### config.mk
export PLATFORM = sky130hd
export DESIGN_NAME = window_counter
export DESIGN_NICKNAME = d
export VERILOG_FILES = /design/src/rtl/window_counter_pkg.sv /design/src/rtl/window_counter_mod_counter.sv /design/src/rtl/window_counter.sv
export SDC_FILE = /design/constraint.sdc
export NUM_CORES = 1
export LEC_CHECK = 0
export CAP_MARGIN = 10
export CORE_AREA = 2 2 90 92
export DETAILED_ROUTE_END_ITERATION = 8
export DIE_AREA = 0 0 92 94
export GPL_TIMING_DRIVEN = 0
export PLACE_DENSITY = 0.75
export SETUP_SLACK_MARGIN = 0.1
export SLEW_MARGIN = 20
export SYNTH_ARGS = -nofsm -noshare
export SYNTH_HDL_FRONTEND = slang
export SYNTH_SLANG_ARGS = --single-unit
### constraint.sdc
create_clock -name CLK -period 3.7 [get_ports CLK]
set_input_delay 0.74 -clock CLK [delete_from_list [all_inputs] [get_ports CLK]]
set_output_delay 0.74 -clock CLK [all_outputs]
set_load 0.005 [all_outputs]
### src/rtl/window_counter_pkg.sv
// Shared definitions for the window_counter scan generator.
//   state_t   : FSM state encoding (IDLE, RUN, FIN)
//   DEF_ADD_W : default width of the linear address output
//   DEF_CNT_W : default width of the row/column counters and limits
package window_counter_pkg;

    typedef enum logic [1:0] {
        ST_IDLE = 2'd0,
        ST_RUN  = 2'd1,
        ST_FIN  = 2'd2
    } state_t;

    localparam int DEF_ADD_W = 10;
    localparam int DEF_CNT_W = 5;

endpackage

### src/rtl/window_counter_mod_counter.sv
// mod_counter: CNT_W-bit modulo counter with programmable step and limit.
//   clk_i, rst_i   : clock, asynchronous active-high reset
//   ce_i           : advance by step_i (wraps to 0 when count+step >= limit)
//   sclr_i         : synchronous clear to 0 (highest priority)
//   load_zero_i    : synchronous load of 0 (start of a new scan)
//   step_i         : increment applied on each enabled advance
//   limit_i        : modulus; the count wraps once count+step reaches it
//   count_o        : current count (registered)
//   count_nxt_o    : value the count takes at the next clock edge
//   carry_o        : terminal flag, count+step >= limit
module mod_counter
    import window_counter_pkg::*;
#(
    parameter int CNT_W = DEF_CNT_W
) (
    input  logic             clk_i,
    input  logic             rst_i,
    input  logic             ce_i,
    input  logic             sclr_i,
    input  logic             load_zero_i,
    input  logic [CNT_W-1:0] step_i,
    input  logic [CNT_W-1:0] limit_i,
    output logic [CNT_W-1:0] count_o,
    output logic [CNT_W-1:0] count_nxt_o,
    output logic             carry_o
);

    logic [CNT_W-1:0] count_q;
    logic [CNT_W-1:0] count_d;
    logic [CNT_W:0]   sum;

    // One extra bit so a count near the top of the range cannot wrap
    // around and look smaller than the limit.
    assign sum     = {1'b0, count_q} + {1'b0, step_i};
    assign carry_o = (sum >= {1'b0, limit_i});

    always_comb begin
        count_d = count_q;
        if (sclr_i || load_zero_i) begin
            count_d = '0;
        end else if (ce_i) begin
            count_d = carry_o ? '0 : sum[CNT_W-1:0];
        end
    end

    always_ff @(posedge clk_i or posedge rst_i) begin
        if (rst_i) begin
            count_q <= '0;
        end else begin
            count_q <= count_d;
        end
    end

    assign count_o     = count_q;
    assign count_nxt_o = count_d;

endmodule

### src/rtl/window_counter.sv
// window_counter: raster scan generator over a COLS x ROWS window.
// Emits column/row indices and the linear address ROW*PITCH + COL
// (modulo 2^Add_W), stepping columns by STRIDE.
//   CLK, RST          : clock, asynchronous active-high reset
//   START             : begin a scan (sampled in IDLE only)
//   CE                : advance enable, the scan holds while low
//   SCLR              : synchronous abort, overrides START and CE
//   COLS, ROWS, PITCH : window geometry, latched when the scan starts
//   COL_Q, ROW_Q      : current column / row index
//   ADDR              : current linear address
//   VALID, LAST       : live scan point / final point of the scan
//   BUSY, DONE        : scan in progress / one-cycle completion pulse
//   dbg_state_o       : current FSM state
//
// Flow control: the point on COL_Q/ROW_Q/ADDR is offered while VALID=1
// and is consumed on every rising edge where CE=1; with CE=0 the point and
// LAST hold. Consuming the point flagged by LAST ends the scan, and DONE
// pulses in the following cycle.
module window_counter
    import window_counter_pkg::*;
#(
    parameter int Add_W  = DEF_ADD_W,
    parameter int CNT_W  = DEF_CNT_W,
    parameter int STRIDE = 1
) (
    input  logic             CLK,
    input  logic             RST,
    input  logic             START,
    input  logic             CE,
    input  logic             SCLR,
    input  logic [CNT_W-1:0] COLS,
    input  logic [CNT_W-1:0] ROWS,
    input  logic [Add_W-1:0] PITCH,
    output logic [CNT_W-1:0] COL_Q,
    output logic [CNT_W-1:0] ROW_Q,
    output logic [Add_W-1:0] ADDR,
    output logic             VALID,
    output logic             LAST,
    output logic             BUSY,
    output logic             DONE,
    output state_t           dbg_state_o
);

    localparam logic [CNT_W-1:0] STRIDE_C = CNT_W'(STRIDE);
    localparam logic [CNT_W-1:0] ONE_C    = CNT_W'(1);
    localparam logic [Add_W-1:0] STRIDE_A = Add_W'(STRIDE);

    state_t           state_q, state_d;
    logic [CNT_W-1:0] cols_q, cols_d;
    logic [CNT_W-1:0] rows_q, rows_d;
    logic [Add_W-1:0] pitch_q, pitch_d;
    logic [Add_W-1:0] row_base_q, row_base_d;
    logic [Add_W-1:0] addr_q, addr_d;
    logic             valid_q, valid_d;
    logic             last_q, last_d;
    logic             busy_q, busy_d;
    logic             done_q, done_d;

    logic [CNT_W-1:0] col_cnt, col_nxt;
    logic [CNT_W-1:0] row_cnt, row_nxt;
    logic             col_carry, row_carry;
    logic             start_ok, load, scan_end, advance, col_ce, row_ce;

    assign start_ok = (COLS != '0) && (ROWS != '0);
    assign load     = !SCLR && (state_q == ST_IDLE) && START && start_ok;
    // Both counters at their terminal value: the current point is the last.
    assign scan_end = col_carry && row_carry;
    assign advance  = !SCLR && (state_q == ST_RUN) && CE && !scan_end;
    assign col_ce   = advance;
    assign row_ce   = advance && col_carry;

    mod_counter #(.CNT_W(CNT_W)) u_col (
        .clk_i       (CLK),
        .rst_i       (RST),
        .ce_i        (col_ce),
        .sclr_i      (SCLR),
        .load_zero_i (load),
        .step_i      (STRIDE_C),
        .limit_i     (cols_q),
        .count_o     (col_cnt),
        .count_nxt_o (col_nxt),
        .carry_o     (col_carry)
    );

    mod_counter #(.CNT_W(CNT_W)) u_row (
        .clk_i       (CLK),
        .rst_i       (RST),
        .ce_i        (row_ce),
        .sclr_i      (SCLR),
        .load_zero_i (load),
        .step_i      (ONE_C),
        .limit_i     (rows_q),
        .count_o     (row_cnt),
        .count_nxt_o (row_nxt),
        .carry_o     (row_carry)
    );

    // State register
    always_ff @(posedge CLK or posedge RST) begin
        if (RST) begin
            state_q <= ST_IDLE;
        end else begin
            state_q <= state_d;
        end
    end

    // Next-state logic
    always_comb begin
        state_d = state_q;
        if (SCLR) begin
            state_d = ST_IDLE;
        end else begin
            case (state_q)
                ST_IDLE: if (START) state_d = start_ok ? ST_RUN : ST_FIN;
                ST_RUN:  if (CE && scan_end) state_d = ST_FIN;
                ST_FIN:  state_d = ST_IDLE;
                default: state_d = ST_IDLE;
            endcase
        end
    end

    // Output / datapath next values (all outputs are registered below)
    always_comb begin
        cols_d     = cols_q;
        rows_d     = rows_q;
        pitch_d    = pitch_q;
        row_base_d = row_base_q;
        addr_d     = addr_q;

        if (load) begin
            cols_d  = COLS;
            rows_d  = ROWS;
            pitch_d = PITCH;
        end

        if (SCLR || load) begin
            row_base_d = '0;
            addr_d     = '0;
        end else if (row_ce) begin
            // New row: address restarts at the next row base.
            row_base_d = row_base_q + pitch_q;
            addr_d     = row_base_q + pitch_q;
        end else if (col_ce) begin
            addr_d = addr_q + STRIDE_A;
        end

        valid_d = (state_d == ST_RUN);
        busy_d  = (state_d == ST_RUN);
        done_d  = (state_d == ST_FIN);
        // Look ahead on the counters' next values so LAST is aligned with
        // the point it describes; this also covers the first point at load.
        last_d  = (state_d == ST_RUN)
               && (({1'b0, col_nxt} + {1'b0, STRIDE_C}) >= {1'b0, cols_d})
               && (({1'b0, row_nxt} + {1'b0, ONE_C})    >= {1'b0, rows_d});
    end

    always_ff @(posedge CLK or posedge RST) begin
        if (RST) begin
            cols_q     <= '0;
            rows_q     <= '0;
            pitch_q    <= '0;
            row_base_q <= '0;
            addr_q     <= '0;
            valid_q    <= 1'b0;
            last_q     <= 1'b0;
            busy_q     <= 1'b0;
            done_q     <= 1'b0;
        end else begin
            cols_q     <= cols_d;
            rows_q     <= rows_d;
            pitch_q    <= pitch_d;
            row_base_q <= row_base_d;
            addr_q     <= addr_d;
            valid_q    <= valid_d;
            last_q     <= last_d;
            busy_q     <= busy_d;
            done_q     <= done_d;
        end
    end

    assign COL_Q       = col_cnt;
    assign ROW_Q       = row_cnt;
    assign ADDR        = addr_q;
    assign VALID       = valid_q;
    assign LAST        = last_q;
    assign BUSY        = busy_q;
    assign DONE        = done_q;
    assign dbg_state_o = state_q;

endmodule

Yosys cells after proc, flatten, opt, wreduce, memory -nomap -nowiden

Cells that the tools add are included.
Widths: inputs -> output; s select.

Bits in registers: 55
Input bits: 25
Output and inout bits: 26
Logic and storage cells: 62

Add/sub/neg operators: 6
$lt $le $gt $ge: 4
Equality and inequality tests: 3
Mux-type cells: 18
Reduce and logical (&&, ||, !) cells: 20

Operator list:

| operator              | count |
|---|---|
| $mux 10               | 5 |
| $mux 5                | 8 |
| $add 5x1->6 const B   | 4 |
| $ge 6x5->1            | 4 |
| $logic_and 1x1->1     | 12 |
| $add 10x1->10 const B | 1 |
| $add 10x10->10        | 1 |
| $reduce_bool 5->1     | 2 |
| $mux 2                | 4 |
| $eq 2x1->1 const B    | 2 |
| $pmux 2 s2            | 1 |
| $reduce_bool 3->1     | 1 |
| $eq 2x2->1 const B    | 1 |
| $logic_not 1->1       | 2 |
| $logic_not 2->1       | 1 |
| $reduce_bool 2->1     | 1 |
| $logic_or 1x1->1      | 1 |

Longest topological paths before layout

Word-level depth: 11
Gate-level depth with buffers: 20
Gate-level depth less buffers: 17

Cells and area by module

Synthesis repeated with hierarchy kept, for this count alone.

Cell total of the unflattened synthesis: 393
Area total of the unflattened synthesis: 3,848.7 µm²

By module, submodules not included:

| module         | instances | cells an instance | area an instance (µm²) | sequential area each (µm²) |
|---|---|---|---|---|
| window_counter | 1         | 281               | 2,822.7                | 1,126.1 |
| mod_counter    | 2         | 56                | 513.0                  | 125.1 |

Worst setup path after synthesis

No wires, ideal clock.

Path kind: register to register
Start point: reg u_row.count_q[0] (netlist: u_row.count_o[0])
End point: reg last_q (netlist: LAST)
Setup time: 0.126 ns
Arrival time: 3.732 ns
Required time: 3.574 ns
Slack: -0.157 ns
Cell stages (with the launch flop): 19
Buffers on the path: 2
Period minus slack after synthesis: 3.857 ns
Cell sequence: dfrtp_1 > ha_1 > xor2_1 > ha_1 > a21o_1 > a31oi_1 > o21a_1 > and4_1 > buf_2 > buf_2 > xnor2_1 > nor2_1 > ha_1 > ha_1 > a21o_1 > a21o_1 > a21oi_1 > nor2b_1 > o311a_1

Longest elaborated chain between the ends: 11
Elaborated cells between the ends (all ways): 22
Classes of those cells: add/sub: 3; order compare: 3; eq/ne: 1; mux: 8; reduce/logical: 7

RTL lines:

| what                   | line                             | RTL |
|---|---|---|
| start, declared        | window_counter_mod_counter.sv:28 | `logic [CNT_W-1:0] count_q;` |
| start signal, assigned | window_counter_mod_counter.sv:50 | `count_q <= count_d;` |
| $add 5x1->6            | window_counter_mod_counter.sv:34 | `assign sum = {1'b0, count_q} + {1'b0, step_i};` |
| $ge 6x5->1             | window_counter_mod_counter.sv:35 | `assign carry_o = (sum >= {1'b0, limit_i});` |
| $logic_and 1x1->1      | window_counter.sv:67             | `assign scan_end = col_carry && row_carry;` |
| $logic_not 1->1        | window_counter.sv:68             | `assign advance = !SCLR && (state_q == ST_RUN) && CE && !scan_end;` |
| $logic_and 1x1->1      | window_counter.sv:68             |  |
| $logic_and 1x1->1      | window_counter.sv:70             | `assign row_ce = advance && col_carry;` |
| $mux 5 (*)             | window_counter_mod_counter.sv:41 | `end else if (ce_i) begin` |
| $mux 5 (*)             | window_counter_mod_counter.sv:39 | `if (sclr_i \|\| load_zero_i) begin` |
| net row_nxt[0]         | window_counter.sv:60             | `logic [CNT_W-1:0] row_cnt, row_nxt;` |
| $add 5x1->6 (*)        | window_counter.sv:154            | `&& (({1'b0, row_nxt} + {1'b0, ONE_C}) >= {1'b0, rows_d});` |
| $ge 6x5->1 (*)         | window_counter.sv:154            |  |
| $logic_and 1x1->1 (*)  | window_counter.sv:154            |  |
| net last_d             | window_counter.sv:55             | `logic last_q, last_d;` |
| end signal, assigned   | window_counter.sv:175            | `last_q <= last_d;` |
| end, declared          | window_counter.sv:55             |  |

Mark *: on every way through the listed nets, which the timed path passes. The rest lies on a longest branch.
A chain may end at the register's enable or synchronous reset.

Final worst setup path

Start point: in ROWS[3]
End point: reg last_q (netlist: LAST)

Longest elaborated chain between the ends: 9
Elaborated cells between the ends (all ways): 19
Classes of those cells: add/sub: 2; order compare: 2; eq/ne: 1; mux: 8; reduce/logical: 6

RTL lines:

| what              | line                             | RTL |
|---|---|---|
| start, declared   | window_counter.sv:32             | `input logic [CNT_W-1:0] ROWS,` |
| $reduce_bool 5->1 | window_counter.sv:64             | `assign start_ok = (COLS != '0) && (ROWS != '0);` |
| $logic_and 1x1->1 | window_counter.sv:64             |  |
| $logic_and 1x1->1 | window_counter.sv:65             | `assign load = !SCLR && (state_q == ST_IDLE) && START && start_ok;` |
| $logic_or 1x1->1  | window_counter_mod_counter.sv:39 |  |
| $mux 5            | window_counter_mod_counter.sv:39 |  |
| net col_nxt[0]    | window_counter.sv:59             | `logic [CNT_W-1:0] col_cnt, col_nxt;` |
| $add 5x1->6       | window_counter.sv:153            | `&& (({1'b0, col_nxt} + {1'b0, STRIDE_C}) >= {1'b0, cols_d})` |
| $ge 6x5->1        | window_counter.sv:153            |  |
| $logic_and 1x1->1 | window_counter.sv:153            |  |
| $logic_and 1x1->1 | window_counter.sv:154            |  |
| net last_d        | window_counter.sv:55             |  |

The timed path passes the listed nets, and every way through them passes these cells.

==> out/results.md <==
## Route
* **number of vias per cell** 5.46
* **routed vias** 3,169
* **detailed-route wire length** 9.35 mm
* **wire per inst** 16.1 um
* **drt drc** 0
* **ANT nets after route** 0
* **detailed-routing iteration count for the pre-antenna-repair pass** 4
* **Iter 0 DRT Violations** 107

## Worst setup path
* **worst reg2reg endpoint** LAST$_DFF_PP0_
* **buffers and inverters on the worst path** 1
* **reg-to-reg startpoint** u_row.count_o[0]$_DFF_PP0_
* **highest-delay cell along the critical path** sky130_fd_sc_hd__or4_4
* **crit path max fanout** 4
* **data required time at the worst endpoint** 3.91 ns
* **launching element type of the critical path** input port
* **highest cell delay on the worst timing path** 0.59 ns
* **ordered cell list for the critical path** clkdlybuf4s50_1, or4_4, o221ai_4, nor2_2, nor2_4, nand2_4, nor2_2, ha_2, xnor2_2, ha_1, nor2b_1, o21ai_1, nand2b_1, a221o_1, o311a_1
* **setup slack on the worst flop-to-flop path** -0.08 ns
* **crit path kind** input port to register
* **CP Data Arrival Time** 4.03 ns
* **cell family contributing the most delay on the critical path** simple AND/OR/NAND/NOR gates
* **crit end category** register
* **path depth of the worst reg2reg path** 19
* **most frequent cell on the critical path** sky130_fd_sc_hd__nor2_2

## Placed design
* **post-placement cell area** 4400 sq um
* **Worst Setup Slack post-DPL** -0.838 ns
* **last weighted congestion value of the routability-driven placer** 0.834
* **HPWL reported at the end of detailed placement** 6.32 mm
* **port buffer count** 49

## Clocking
* **Sinks on Clock Net** 55
* **hold buffer count at CTS** 0
* **clock insertion delay at the later pin of the skew report** 0.32 ns
* **CTS tree** built
* **CTS Buf Count** 5
* **H-tree level count** 2
* **clock tree root driver cell** sky130_fd_sc_hd__clkbuf_8
* **clock tree buffer depth** 2
* **register clock-pin slew on the reported worst setup and hold paths** 0.10 ns

## Worst hold path
* **Hold Path Cell Cnt** 1
* **hold-critical path endpoint** pitch_q[2]$_DFFE_PP0P_
* **HP Class** register to register
* **hold_sp** pitch_q[2]$_DFFE_PP0P_

## Timing
* **Setup-failing EPs final** 1
* **setup total negative slack** -0.114 ns
* **final critical-path setup slack** -0.114 ns
* **worst relative slew slack** 53.9%
* **Tightest Pin Transition** 0.692 ns
* **clock skew after layout** 0.00383 ns
* **Max Clock Freq** 0.262 GHz
* **number of hold violations in the final report** 0
* **Hold WS** 0.526 ns
* **crit path time final** 3.81 ns
* **post-route fraction of the period consumed by the critical path** 103%
* **setup repair after global routing missed its margin** true
* **final number of max-transition violations** 0

## Yosys
* **primary flip-flop cell chosen by synthesis mapping** sky130_fd_sc_hd__dfrtp_1
* **syn nets** 445
* **share of synthesized registers carrying an async set or reset** 100%
* **yosys synthesis warning count** 0
* **number of distinct library cells after synthesis** 66
* **Post-Syn Area** 3720 sq um
* **number of register bits inferred by synthesis** 55
* **area leader, netlist** sky130_fd_sc_hd__dfrtp_1
* **number of standard cells after synthesis** 385
* **register area share after synthesis** 36.9%
* **share of Yosys cell area claimed by the top area cell type** 36.9%
* **number of enable-type register cells in the synthesized netlist** 0
* **ranking of synthesized cells by area** sky130_fd_sc_hd__dfrtp_1 (37%), sky130_fd_sc_hd__ha_1 (11%), sky130_fd_sc_hd__xnor2_1 (4.2%)
* **Avg Synthesized Cell Area** 9.67 sq um

## Die
* **core area** 7610 sq um
* **vertical extent of the die** 94 um
* **number of cell rows** 32
* **x dimension of the die** 92 um
* **I/O pin count** 51
* **initial core utilization** 49.0%
* **area enclosed by the die boundary** 8650 sq um

## Final layout
* **Area growth syn-to-layout** 33.1%
* **fraction of layout cells with a size suffix above 1** 25.1%
* **Layout Nets** 537
* **total non-filler cell area in the finished layout** 4960 sq um
* **number of antenna repair diodes** 0

## GRT
* **largest net degree at the start of global routing** 56
* **global-route wire length before repair** 15.2 mm
* **vias in the first global route** 3,131
* **total global routing track utilization** 22.2%
* **number of antenna violations at the first check in global routing** 0
* **GRT Residual Overflow** 0

## Run
* **max-cap check violation count** 0

## Run status
* **run status** complete, but fails checks
* **violated checks** setup timing

## Pwr
* **Max VDD drop** 0.164 mV
* **PwrDens** 299 nW/um^2
* **leakage power summed over all cells** 2.23 nW

cell usage in the layout (no fill, tap or decap), drive strengths merged, types with 2 or more instances in the layout:
cell           Yosys  final
clkbuf             3      9
nor3               5      5
ha                34     34
a21o               9      9
or3                2      2
or4                2      2
inv               24     24
nand3b             5      5
nor3b              5      5
mux2              13     13
nor2b              4      4
and4               3      3
a21oi             33     33
and3               7      7
xnor2             18     18
xor2               5      5
nand4b             2      2
o21a               3      3
a211oi             5      5
nand3              9      9
dfrtp             55     55
o21ai             20     20
nor2              29     29
or2                2      2
o21bai             2      2
o221ai             2      2
mux2i              3      3
nand2b             5      5
nand2             38     38
buf               11     47
a31oi              5      5
clkdlybuf4s50      0     49
nand4              2      2
o22ai              4      4
how the worst max path moves through the flow:
stage,start,depth (start not counted),end
floorplan,u_row.count_o[0]$_DFF_PP0_,18,LAST$_DFF_PP0_
global placement,START,14,LAST$_DFF_PP0_
detailed placement,START,14,LAST$_DFF_PP0_
CTS,u_row.count_o[0]$_DFF_PP0_,18,LAST$_DFF_PP0_
global route,u_col.count_o[0]$_DFF_PP0_,18,LAST$_DFF_PP0_
finish,ROWS[3],15,LAST$_DFF_PP0_
stage by stage:
step	instances	util (%)	power, mW
finish	580	65.1	1.48
global route	580	65.1	1.57
CTS	577	63.6	1.46
detailed placement	536	57.8	1.07
global placement	536	57.8	1.05
floorplan	385	-	0.955
per-layer routing:
metal | wire length (um) | vias up | global-route usage (%) | share of wire (%)
met5 | 0 | - | 0 | 0
met4 | 195 | 0 | 6.59 | 2.1
met3 | 434 | 15 | 3.45 | 4.6
met2 | 4740 | 71 | 38.9 | 51
met1 | 3970 | 1528 | 28.5 | 43
li1 | - | 1555 | - | -
report_power, final:
group	internal [mW]	switching (mW)	total (mW)
registers	0.653	0.0318	0.685
logic	0.225	0.229	0.454
clock network	0.133	0.209	0.342
flip-flops by register name, indices dropped and copies added (netlist names):
name and cells:
row_base_q 10, rows_q 5, DONE 1, BUSY 1, pitch_q 10, LAST 1, u_row.count_o 5, cols_q 5
u_col.count_o 5, dbg_state_o 2, ADDR 10
kinds of logic (layout without fill, tap and decap cells):
logic type | Yosys count | count (layout) | share of synthesized area (%)
simple gates | 121 | 121 | 17.4
compound gates | 97 | 97 | 18.5
flops | 55 | 55 | 36.9
buf+inv | 38 | 131 | 4.74
fa+ha+maj | 35 | 35 | 12.0
xor+xnor | 23 | 23 | 5.41
mux | 16 | 16 | 5.07
synth_stat cells, drive strengths merged (4+ instances only):
master / instances
dfrtp: 55
nand2: 38
ha: 34
a21oi: 33
nor2: 29
inv: 24
o21ai: 20
xnor2: 18
mux2: 13
buf: 11
a21o: 9
nand3: 9
and3: 7
a211oi: 5
a31oi: 5
nand2b: 5
nand3b: 5
nor3: 5
nor3b: 5
xor2: 5
nor2b: 4
o22ai: 4
cell type report:
class                   instances  area [sq um]
well taps                     102           128
fillers                       618          2650
plain buffers                  14           136
clock buffers                   6          72.6
clock inverters                 2          12.5
inverters                      24          92.6
repair buffers                 85           768
flip-flops and latches         55          1380
multi-input cells             292          2360
what timing repair did:
| action | in CTS | in global routing |
|---|---|---|
| gates resized for setup | 27 | 18 |
| pin swaps | 23 | 13 |
| setup endpoints to repair | 1 | 1 |
| buffers inserted | 33 | 3 |
Power figures use the tool's default switching activity.
